File: src/rtl/ring_buffer_pkg.sv
// Shared helpers for the multi-channel ring buffer: explicit pointer wrap and round-robin search.
// Used by ring_buffer_ch and ring_buffer_vc (optional almost-full flag: RING_BUFFER_VC_AFULL_EN).
package ring_buffer_pkg;

  localparam int unsigned RR_MAX_CH = 32;
  localparam int unsigned RR_IDX_W  = $clog2(RR_MAX_CH);

  function automatic int unsigned ptr_inc(input int unsigned ptr, input int unsigned size);
    return (ptr == size - 32'd1) ? 32'd0 : ptr + 32'd1;
  endfunction

  // First set bit after start, wrapping, with start itself checked last. Bits above the
  // real channel count must be zero, so wrapping modulo RR_MAX_CH keeps the same order.
  function automatic int unsigned rr_pick(input logic [RR_MAX_CH-1:0] mask,
                                          input int unsigned start);
    int unsigned pick;
    logic [RR_IDX_W-1:0] idx;
    pick = start;
    for (int unsigned i = RR_MAX_CH; i >= 1; i--) begin
      idx = RR_IDX_W'(start + i);
      if (mask[idx]) pick = 32'(idx);
    end
    return pick;
  endfunction

endpackage

File: src/rtl/ring_buffer_ch.sv
// One circular queue of arbitrary depth with count, synchronous flush and push/pop ports.
// Part of ring_buffer_vc (almost-full flag built in the top, under RING_BUFFER_VC_AFULL_EN).
module ring_buffer_ch
  import ring_buffer_pkg::*;
#(
  parameter int unsigned DATA_SIZE   = 32,
  parameter int unsigned BUFFER_SIZE = 8,
  localparam int unsigned PTR_W      = $clog2(BUFFER_SIZE),
  localparam int unsigned CNT_W      = $clog2(BUFFER_SIZE + 1)
) (
  input  logic                 clk_i,
  input  logic                 rst_ni,
  input  logic                 flush_i,
  input  logic                 push_i,
  input  logic                 pop_i,
  input  logic [DATA_SIZE-1:0] data_i,
  output logic                 ready_o,
  output logic [DATA_SIZE-1:0] data_o,
  output logic [CNT_W-1:0]     count_o,
  output logic [CNT_W-1:0]     count_next_o
);

  logic [PTR_W-1:0]     head_q, head_d;
  logic [PTR_W-1:0]     tail_q, tail_d;
  logic [CNT_W-1:0]     count_q, count_d;
  logic [DATA_SIZE-1:0] mem_q [BUFFER_SIZE];
  logic                 push_ok;
  logic                 pop_ok;

  // Acceptance uses the pre-edge count only, so a full queue refuses even while popping.
  assign ready_o = (count_q != CNT_W'(BUFFER_SIZE));
  assign push_ok = push_i && ready_o && !flush_i;
  assign pop_ok  = pop_i && (count_q != '0) && !flush_i;

  always_comb begin
    head_d  = head_q;
    tail_d  = tail_q;
    count_d = count_q;
    if (flush_i) begin
      head_d  = '0;
      tail_d  = '0;
      count_d = '0;
    end else begin
      if (push_ok) tail_d = PTR_W'(ptr_inc(32'(tail_q), BUFFER_SIZE));
      if (pop_ok)  head_d = PTR_W'(ptr_inc(32'(head_q), BUFFER_SIZE));
      if (push_ok && !pop_ok) begin
        count_d = count_q + CNT_W'(1);
      end else if (!push_ok && pop_ok) begin
        count_d = count_q - CNT_W'(1);
      end
    end
  end

  always_ff @(posedge clk_i or negedge rst_ni) begin
    if (!rst_ni) begin
      head_q  <= '0;
      tail_q  <= '0;
      count_q <= '0;
    end else begin
      head_q  <= head_d;
      tail_q  <= tail_d;
      count_q <= count_d;
    end
  end

  always_ff @(posedge clk_i) begin
    if (push_ok) mem_q[tail_q] <= data_i;
  end

  assign data_o       = mem_q[head_q];
  assign count_o      = count_q;
  assign count_next_o = count_d;

endmodule

File: src/rtl/ring_buffer_vc.sv
// CHANNELS independent ring buffers merged onto one output by a round-robin grant register.
// Define RING_BUFFER_VC_AFULL_EN to build the registered per-channel almost-full flags.
module ring_buffer_vc
  import ring_buffer_pkg::*;
#(
  parameter int unsigned DATA_SIZE   = 32,
  parameter int unsigned BUFFER_SIZE = 8,
  parameter int unsigned CHANNELS    = 4,
  parameter int unsigned AFULL_LEVEL = BUFFER_SIZE - 2,
  localparam int unsigned CNT_W      = $clog2(BUFFER_SIZE + 1),
  localparam int unsigned CH_W       = $clog2(CHANNELS)
) (
  input  logic                          clk_i,
  input  logic                          rst_ni,
  input  logic [CHANNELS-1:0]           buf_rst_i,
  input  logic [CHANNELS-1:0]           rx_i,
  output logic [CHANNELS-1:0]           rx_ack_o,
  input  logic [CHANNELS*DATA_SIZE-1:0] data_i,
  output logic [CHANNELS*CNT_W-1:0]     count_o,
  output logic [CHANNELS-1:0]           afull_o,
  output logic                          tx_o,
  input  logic                          tx_ack_i,
  output logic [DATA_SIZE-1:0]          data_o,
  output logic [CH_W-1:0]               tx_ch_o
);

  if (CHANNELS < 2 || CHANNELS > RR_MAX_CH || BUFFER_SIZE < 2 ||
      AFULL_LEVEL < 1 || AFULL_LEVEL > BUFFER_SIZE) begin : g_param_check
    $error("ring_buffer_vc: illegal parameter combination");
  end

  logic [CNT_W-1:0]     cnt      [CHANNELS];
  logic [CNT_W-1:0]     cnt_next [CHANNELS];
  logic [DATA_SIZE-1:0] head     [CHANNELS];
  logic [CHANNELS-1:0]  pop;
  logic [CHANNELS-1:0]  nonempty_next;
  logic [CH_W-1:0]      grant_q, grant_d;
  logic                 pop_fire;

  assign tx_o     = (cnt[grant_q] != '0);
  assign pop_fire = tx_o && tx_ack_i;

  for (genvar gi = 0; gi < CHANNELS; gi++) begin : g_ch
    assign pop[gi]           = pop_fire && (grant_q == CH_W'(gi));
    assign nonempty_next[gi] = (cnt_next[gi] != '0);
    assign count_o[gi*CNT_W +: CNT_W] = cnt[gi];

    ring_buffer_ch #(
      .DATA_SIZE  (DATA_SIZE),
      .BUFFER_SIZE(BUFFER_SIZE)
    ) u_ch (
      .clk_i       (clk_i),
      .rst_ni      (rst_ni),
      .flush_i     (buf_rst_i[gi]),
      .push_i      (rx_i[gi]),
      .pop_i       (pop[gi]),
      .data_i      (data_i[gi*DATA_SIZE +: DATA_SIZE]),
      .ready_o     (rx_ack_o[gi]),
      .data_o      (head[gi]),
      .count_o     (cnt[gi]),
      .count_next_o(cnt_next[gi])
    );
  end

  // The grant only moves after a pop or when parked on an empty channel, so an
  // offered word stays put until taken (a flush of the granted channel excepted).
  always_comb begin
    grant_d = grant_q;
    if (pop_fire || !tx_o) begin
      grant_d = CH_W'(rr_pick(RR_MAX_CH'(nonempty_next), 32'(grant_q)));
    end
  end

  always_ff @(posedge clk_i or negedge rst_ni) begin
    if (!rst_ni) grant_q <= '0;
    else         grant_q <= grant_d;
  end

  assign data_o  = head[grant_q];
  assign tx_ch_o = grant_q;

`ifdef RING_BUFFER_VC_AFULL_EN
  logic [CHANNELS-1:0] afull_q, afull_d;

  for (genvar gi = 0; gi < CHANNELS; gi++) begin : g_afull
    assign afull_d[gi] = (cnt_next[gi] >= CNT_W'(AFULL_LEVEL));
  end

  always_ff @(posedge clk_i or negedge rst_ni) begin
    if (!rst_ni) afull_q <= '0;
    else         afull_q <= afull_d;
  end

  assign afull_o = afull_q;
`else
  assign afull_o = '0;
`endif

endmodule

File: config.mk
export PLATFORM = sky130hd
export DESIGN_NAME = ring_buffer_vc
export DESIGN_NICKNAME = d
export VERILOG_FILES = /design/src/rtl/ring_buffer_pkg.sv /design/src/rtl/ring_buffer_ch.sv /design/src/rtl/ring_buffer_vc.sv
export SDC_FILE = /design/constraint.sdc
export NUM_CORES = 1
export LEC_CHECK = 0
export ABC_CLOCK_PERIOD_IN_PS = 7800
export CORE_MARGIN = 5
export CORE_UTILIZATION = 65
export DETAILED_ROUTE_END_ITERATION = 10
export PLACE_DENSITY = 0.9
export SKIP_CTS_REPAIR_TIMING = 1
export SLEW_MARGIN = 20
export SYNTH_ARGS = -nofsm -noshare
export SYNTH_HDL_FRONTEND = slang
export SYNTH_HIERARCHICAL = 1
export SYNTH_SLANG_ARGS = --single-unit
File: constraint.sdc
create_clock -name clk_i -period 7.8 [get_ports clk_i]
set_clock_uncertainty 0.15 [all_clocks]
set_input_delay 1.17 -clock clk_i [delete_from_list [all_inputs] [get_ports clk_i]]
set_output_delay 1.17 -clock clk_i [all_outputs]
set_load 0.01 [all_outputs]
==> results.py, run 1 <==
metrics = {
    "critical_path": {
        "crit_top_cell": "mux4_2",
        "cp_slowest_cell": "dfrtp_4",
        "worst_setup_path_start_kind": "register",
        "criticalPathCategory": "register to output port",
        "cp.arrival_ns": 4.32,
        "critPathMaxFanout": 40,
        "path_buf_inv": 2,
        "cp_top_family": "multiplexers",
        "endpoint_kind": "output port",
        "cpPeakStageDelay_ns": 0.94,
        "required_ns": 6.48,
        "path_cells": "buf_4, mux4_2, mux2_2, mux4_2, clkdlybuf4s50_1",
    },
    "finish": {
        "fillers": 3038,
        "final_cell_mix": "edfxtp_1, mux4_2, clkdlybuf4s50_1, mux2_2, clkbuf_16",
        "drive_gt1_frac": 0.285,
        "layout.nets": 2316,
        "layout_commonest_cell": "edfxtp_1",
        "ff_latch_area_mm2": 0.0318,
        "final_cells": 3105,
        "syn_to_final_growth_pct": 14.8,
        "final_util": 0.755,
        "multi_input_area_mm2": 0.0103,
    },
    "placed_design": {
        "io_buffers": 193,
        "gp_congestion": 0.790,
        "place_inst": 2903,
        "dpl.hpwl_um": 59900,
        "place_ws_ns": 2.67,
    },
    "sta": {
        "drv_slew": 0,
        "timing.final.crit_share": 0.723,
        "fin_crit_ns": 5.64,
        "slew_headroom": 0.333,
        "tns_ns": 0,
        "worst_slew_pin_slew_ns": 1.00,
        "hold_viol": 0,
        "fmax_mhz": 177,
        "rsz0062_at_grt": "false",
        "setup_slack_ns": 2.16,
        "setup_viol_count_final": 0,
    },
    "drt": {
        "post_drt_wl_per_cell_um": 35.1,
        "dr.first_iter.drc_count": 3671,
        "routed_wl_um": 109000,
        "vias": 21900,
        "via_per_inst": 7.06,
        "ant_nets": 0,
        "drtPass1Iterations": 6,
        "post-route-drc-count": 0,
    },
    "power": {
        "power_frac_comb": 0.128,
        "pwr-share-clk": 0.374,
        "switching_share": 0.237,
        "power.total_mw": 13.0,
        "seqPwrFrac": 0.499,
        "pwr_density_cell_mw_per_mm2": 266,
        "leakagePower_nw": 15.3,
        "peakVddDrop_mv": 0.175,
        "p_int_mw": 9.90,
        "p_switching_mw": 3.07,
    },
    "synth": {
        "async_flop_share": 0.0394,
        "ys_seq_area_frac": 0.748,
        "synth_cells": 1905,
        "postSynthAreaPerCell_um2": 22.3,
        "synth_edf_count": 1024,
        "ys_ff_latch": 1066,
        "ys.flop_type": "edfxtp_1",
        "synth_area_mm2": 0.0425,
        "synth_warnings": 6,
        "ys_types": 62,
    },
    "global_route": {
        "grt_pass1_vias": 22100,
        "antenna_found_initial": 35,
        "grt_usage": 0.309,
        "overflow": 0,
        "grt_pass1_wl_um": 157000,
        "grt_max_degree": 67,
    },
    "floorplan": {
        "dieArea_mm2": 0.0706,
        "top_level_ports": 198,
        "die_w_um": 266,
        "dieHeight_um": 266,
        "initial_core_util": 0.658,
        "core_mm2": 0.0646,
        "rows": 93,
    },
    "clock_network": {
        "cts.htree.levels": 3,
        "cts_tree": "done",
        "clk_latency_ns": 0.66,
        "cts.sinks": 1066,
        "cts_buffers": 99,
        "clkTransAtPathRegs_ns": 0.06,
        "root_buffer": "clkbuf_16",
        "cts_buffer_depth": 3,
    },
    "flow_run": {
        "maxCapViolCount": 0,
    },
    "worst_hold_path": {
        "hp-class": "primary input to asynchronous set/reset pin",
    },
    "outcome": {
        "status": "completed",
    },
}
## cell usage after synthesis, types with 4 or more instances
master | count | share of area
nand3_1 | 12 | 0.0014
nand4_1 | 5 | 0.00074
ha_1 | 28 | 0.0082
mux2_2 | 128 | 0.034
nor2_1 | 43 | 0.0038
dfrtp_1 | 42 | 0.025
and2_1 | 7 | 0.0010
nor3_1 | 15 | 0.0018
a31oi_1 | 7 | 0.0010
nand2b_1 | 15 | 0.0022
nand3b_1 | 4 | 0.00071
nor4_1 | 4 | 0.00059
o21ai_0 | 7 | 0.00082
edfxtp_1 | 1024 | 0.72
mux4_1 | 14 | 0.0087
buf_4 | 5 | 0.00088
or3b_1 | 6 | 0.0012
buf_1 | 16 | 0.0014
a21oi_1 | 26 | 0.0031
o22ai_1 | 5 | 0.00074
mux2i_1 | 11 | 0.0026
inv_1 | 14 | 0.0012
mux2_1 | 4 | 0.0011
nand4b_1 | 6 | 0.0012
nand2_1 | 42 | 0.0037
a221oi_1 | 5 | 0.0010
or3_1 | 13 | 0.0019
mux4_2 | 275 | 0.15
buf_6 | 18 | 0.0048
buf_2 | 25 | 0.0029
nor2b_1 | 9 | 0.0013
clkbuf_1 | 32 | 0.0028
## power groups by stage
stage                     clock [mW]  combinational [mW]  sequential, mW
after detailed placement           0                1.58            6.58
after global routing            5.15                1.72            6.47
after global placement             0                1.53            6.57
after CTS                       4.88                1.63            6.47
final                           4.84                1.66            6.47
after floorplan                    0               0.923            6.54
## registers in the layout, summed over array words and instances (netlist names)
register           cells
g_ch.u_ch/count_o     16
g_ch.u_ch/head_q      12
g_ch.u_ch/mem_q     1024
g_ch.u_ch/tail_q      12
tx_ch_o                2
## layer usage
metal | share of wire | vias up | track usage
met5 | 0.0018 | - | 0
met4 | 0.052 | 32 | 0.147
met3 | 0.12 | 333 | 0.0726
met2 | 0.49 | 1750 | 0.491
met1 | 0.33 | 11300 | 0.416
li1 | - | 8546 | -
## cell type report
| cell class | count | share of cell area |
|---|---|---|
| antenna | 18 | 0.000923 |
| clock buffer | 120 | 0.0541 |
| clock inverter | 64 | 0.0120 |
| inverter | 14 | 0.00108 |
| multi-input combinational | 729 | 0.211 |
| sequential | 1066 | 0.652 |
| tap | 855 | 0.0219 |
| timing repair buffer | 239 | 0.0466 |
## stage by stage
stage / hold WS [ns] / instance area [um^2]
5_1_grt: 0.404 / 48800
3_5_place_dp: 0.423 / 45500
4_1_cts: 0.433 / 48700
3_3_place_gp: 0.399 / 45500
6_report: 0.377 / 48800
2_1_floorplan: 0.394 / 42500
## kinds of logic (layout without fill, tap and decap cells)
group / Yosys count / in the layout / share of synthesized area
AO/OA/AOI/OAI: 73 / 73 / 0.0114
XOR/XNOR: 3 / 3 / 0.00127
adder cells (fa/ha/maj): 29 / 29 / 0.00848
buffers and inverters: 113 / 437 / 0.0150
flip-flops: 1066 / 1066 / 0.748
multiplexers: 432 / 432 / 0.192
other: 1 / 22 / 0.0000882
AND/OR/NAND/NOR: 188 / 188 / 0.0236
## worst paths after layout
check                                                    from                                 end  slack [ns]  depth (start not counted)
max                        g_ch[0].u_ch/head_q[0]$_DFFE_PN0P_                           data_o[2]        2.16                          5
min                                                    rst_ni  g_ch[3].u_ch/tail_q[0]$_DFFE_PN0P_        0.38                          1
max reg2reg                            tx_ch_o[0]$_DFFE_PN0P_              tx_ch_o[0]$_DFFE_PN0P_        2.52                         14
min reg2reg                g_ch[0].u_ch/tail_q[0]$_DFFE_PN0P_  g_ch[0].u_ch/tail_q[0]$_DFFE_PN0P_        0.43                          2
max in group asynchronous                              rst_ni  g_ch[1].u_ch/head_q[0]$_DFFE_PN0P_        6.61                          1
min in group clk_i         g_ch[0].u_ch/tail_q[0]$_DFFE_PN0P_  g_ch[0].u_ch/tail_q[0]$_DFFE_PN0P_        0.43                          2
Note: power is estimated with default switching activity, not from simulation.
==> run 2: changes to the inputs <==
- ABC_CLOCK_PERIOD_IN_PS: 7800 -> 5000
- CORE_UTILIZATION: 65 -> 54
- PLACE_DENSITY: 0.9 -> 0.8
- clock period: 7.8 -> 5 ns (I/O delays scaled with it)
==> run 2 against run 1 <==
Non-clock buffer count increased by 14. Final cell count up 6.4%. Critical path depth unchanged. Register-to-register slack lost 2.0 ns. Sequential cell count unchanged. Combinational power rose by 56%. Critical path type unchanged. Largest power group unchanged. Global-route usage fell by 7.7 points. Setup slack got worse by 1.9 ns. Die area grew 20%.
==> results.py, run 2 (same netlist as run 1, synthesis figures left out) <==
metrics = {
    "power": {
        "seqPwrFrac": 0.504,
        "power.total_mw": 20.0,
        "switching_share": 0.234,
        "pwr_density_cell_mw_per_mm2": 406,
        "p_int_mw": 15.3,
        "leakagePower_nw": 15.4,
        "power_frac_comb": 0.130,
        "p_switching_mw": 4.67,
        "pwr-share-clk": 0.366,
        "peakVddDrop_mv": 0.324,
    },
    "worst_hold_path": {
        "hp-class": "register to register",
    },
    "drt": {
        "via_per_inst": 6.27,
        "ant_nets": 0,
        "vias": 20700,
        "post_drt_wl_per_cell_um": 29.8,
        "routed_wl_um": 98600,
        "drtPass1Iterations": 7,
        "dr.first_iter.drc_count": 2550,
        "post-route-drc-count": 0,
    },
    "global_route": {
        "grt_pass1_vias": 20900,
        "antenna_found_initial": 26,
        "overflow": 0,
        "grt_usage": 0.231,
        "grt_max_degree": 53,
        "grt_pass1_wl_um": 144000,
    },
    "placed_design": {
        "place_inst": 3101,
        "io_buffers": 193,
        "dpl.hpwl_um": 61700,
        "gp_congestion": 0.840,
        "place_area_mm2": 0.0459,
    },
    "finish": {
        "layout_commonest_cell": "edfxtp_1",
        "top_register": "g_ch.u_ch/mem_q",
        "final_cell_mix": "edfxtp_1, mux4_2, clkdlybuf4s50_1, mux2_2, clkbuf_16",
        "layout.nets": 2334,
        "final_cells": 3305,
        "drive_gt1_frac": 0.291,
        "largest_reg_flops": 1024,
        "syn_to_final_growth_pct": 15.6,
        "fin_area_mm2": 0.0491,
    },
    "outcome": {
        "status": "completed",
    },
    "floorplan": {
        "core_mm2": 0.0777,
        "rows": 102,
        "initial_core_util": 0.547,
        "top_level_ports": 198,
        "dieArea_mm2": 0.0844,
        "dieHeight_um": 291,
        "die_w_um": 291,
    },
    "clock_network": {
        "clk_latency_ns": 0.66,
        "cts.sinks": 1066,
        "cts_buffers": 103,
        "cts_tree": "done",
        "cts.htree.levels": 3,
        "clkTransAtPathRegs_ns": 0.06,
        "cts_buffer_depth": 3,
        "root_buffer": "clkbuf_16",
    },
    "critical_path": {
        "path_buf_inv": 2,
        "path_cells": "buf_12, mux4_2, mux2_2, mux4_2, clkdlybuf4s50_1",
        "cp.arrival_ns": 3.87,
        "cpPeakStageDelay_ns": 0.93,
        "crit_top_cell": "mux4_2",
        "criticalPathCategory": "register to output port",
        "cp_top_family": "multiplexers",
        "worst_setup_path_start_kind": "register",
        "required_ns": 4.10,
        "endpoint_kind": "output port",
        "cp_slowest_cell": "dfrtp_4",
        "critPathMaxFanout": 38,
    },
    "sta": {
        "setup_viol_count_final": 0,
        "worst_slew_pin_slew_ns": 0.973,
        "hold_viol": 0,
        "fin_crit_ns": 4.77,
        "timing.final.crit_share": 0.954,
        "slew_headroom": 0.350,
        "tns_ns": 0,
        "hold_slack_ns": 0.465,
        "drv_slew": 0,
        "fmax_mhz": 210,
        "rsz0062_at_grt": "false",
    },
    "flow_run": {
        "maxCapViolCount": 0,
    },
}
==> run 2: changes by cell type in the layout (fill, tap and decap cells not counted), sizes merged <==
cell	delta
clkbuf	+22
clkinv	-17
buf	+13
bufinv	-6
clkinvlp	+2
diode	-2
inv	+2
dlygate4sd3	+1
==> run 2: worst register-to-register path: cells and delay by family (launching register included) <==
kind             cells  cell delay (ns)
AND/OR/NAND/NOR      6             1.92
multiplexers         3             0.98
AO/OA/AOI/OAI        3             0.69
flip-flops           1             0.48
XOR/XNOR             1             0.12
==> run 2: per-layer routing <==
| metal | GRT usage | part of all wire | vias to the layer above | wire length (um) |
|---|---|---|---|---|
| li1 | - | - | 8582 | - |
| met1 | 0.319 | 0.37 | 10900 | 36800 |
| met2 | 0.370 | 0.49 | 1058 | 48400 |
| met3 | 0.0645 | 0.10 | 160 | 10300 |
| met4 | 0.0670 | 0.030 | 16 | 2990 |
| met5 | 0 | 0.00098 | - | 97 |
==> run 2: layout make-up <==
| type | count | area (um^2) |
|---|---|---|
| sequential | 1066 | 31800 |
| timing repair buffer | 253 | 2480 |
| inverter | 14 | 52.6 |
| tap | 1040 | 1300 |
| fill | 4927 | 28600 |
| clock inverter | 45 | 347 |
| multi-input combinational | 729 | 10300 |
| clock buffer | 142 | 2810 |
| antenna | 16 | 40.0 |
==> run 2: power groups by stage <==
stage	clock, mW	sequential, mW	combinational, mW
after global placement	0	10.2	2.48
after floorplan	0	10.2	1.44
after CTS	7.40	10.1	2.57
after detailed placement	0	10.3	2.54
after global routing	7.78	10.1	2.73
final	7.30	10.1	2.59
==> run 2: per-stage QoR <==
stage / util / setup slack, ns
after global placement: 0.591 / 0.657
after global routing: 0.632 / 0.0557
after detailed placement: 0.591 / 0.543
final: 0.632 / 0.228
after floorplan: - / 0.524
after CTS: 0.632 / 0.167
==> run 2: final timing paths <==
path	start	end	slack, ns	cells after the start
worst max-delay path	g_ch[3].u_ch/head_q[0]$_DFFE_PN0P_	data_o[21]	0.23	5
worst min-delay path	g_ch[2].u_ch/tail_q[0]$_DFFE_PN0P_	g_ch[2].u_ch/tail_q[0]$_DFFE_PN0P_	0.46	2
worst max register to register	g_ch[3].u_ch/count_o[0]$_DFF_PN0_	tx_ch_o[0]$_DFFE_PN0P_	0.53	13
worst min register to register	g_ch[2].u_ch/tail_q[0]$_DFFE_PN0P_	g_ch[2].u_ch/tail_q[0]$_DFFE_PN0P_	0.46	2
max in group asynchronous	rst_ni	g_ch[0].u_ch/head_q[0]$_DFFE_PN0P_	3.65	2
min in group asynchronous	rst_ni	g_ch[3].u_ch/count_o[0]$_DFF_PN0_	0.55	2
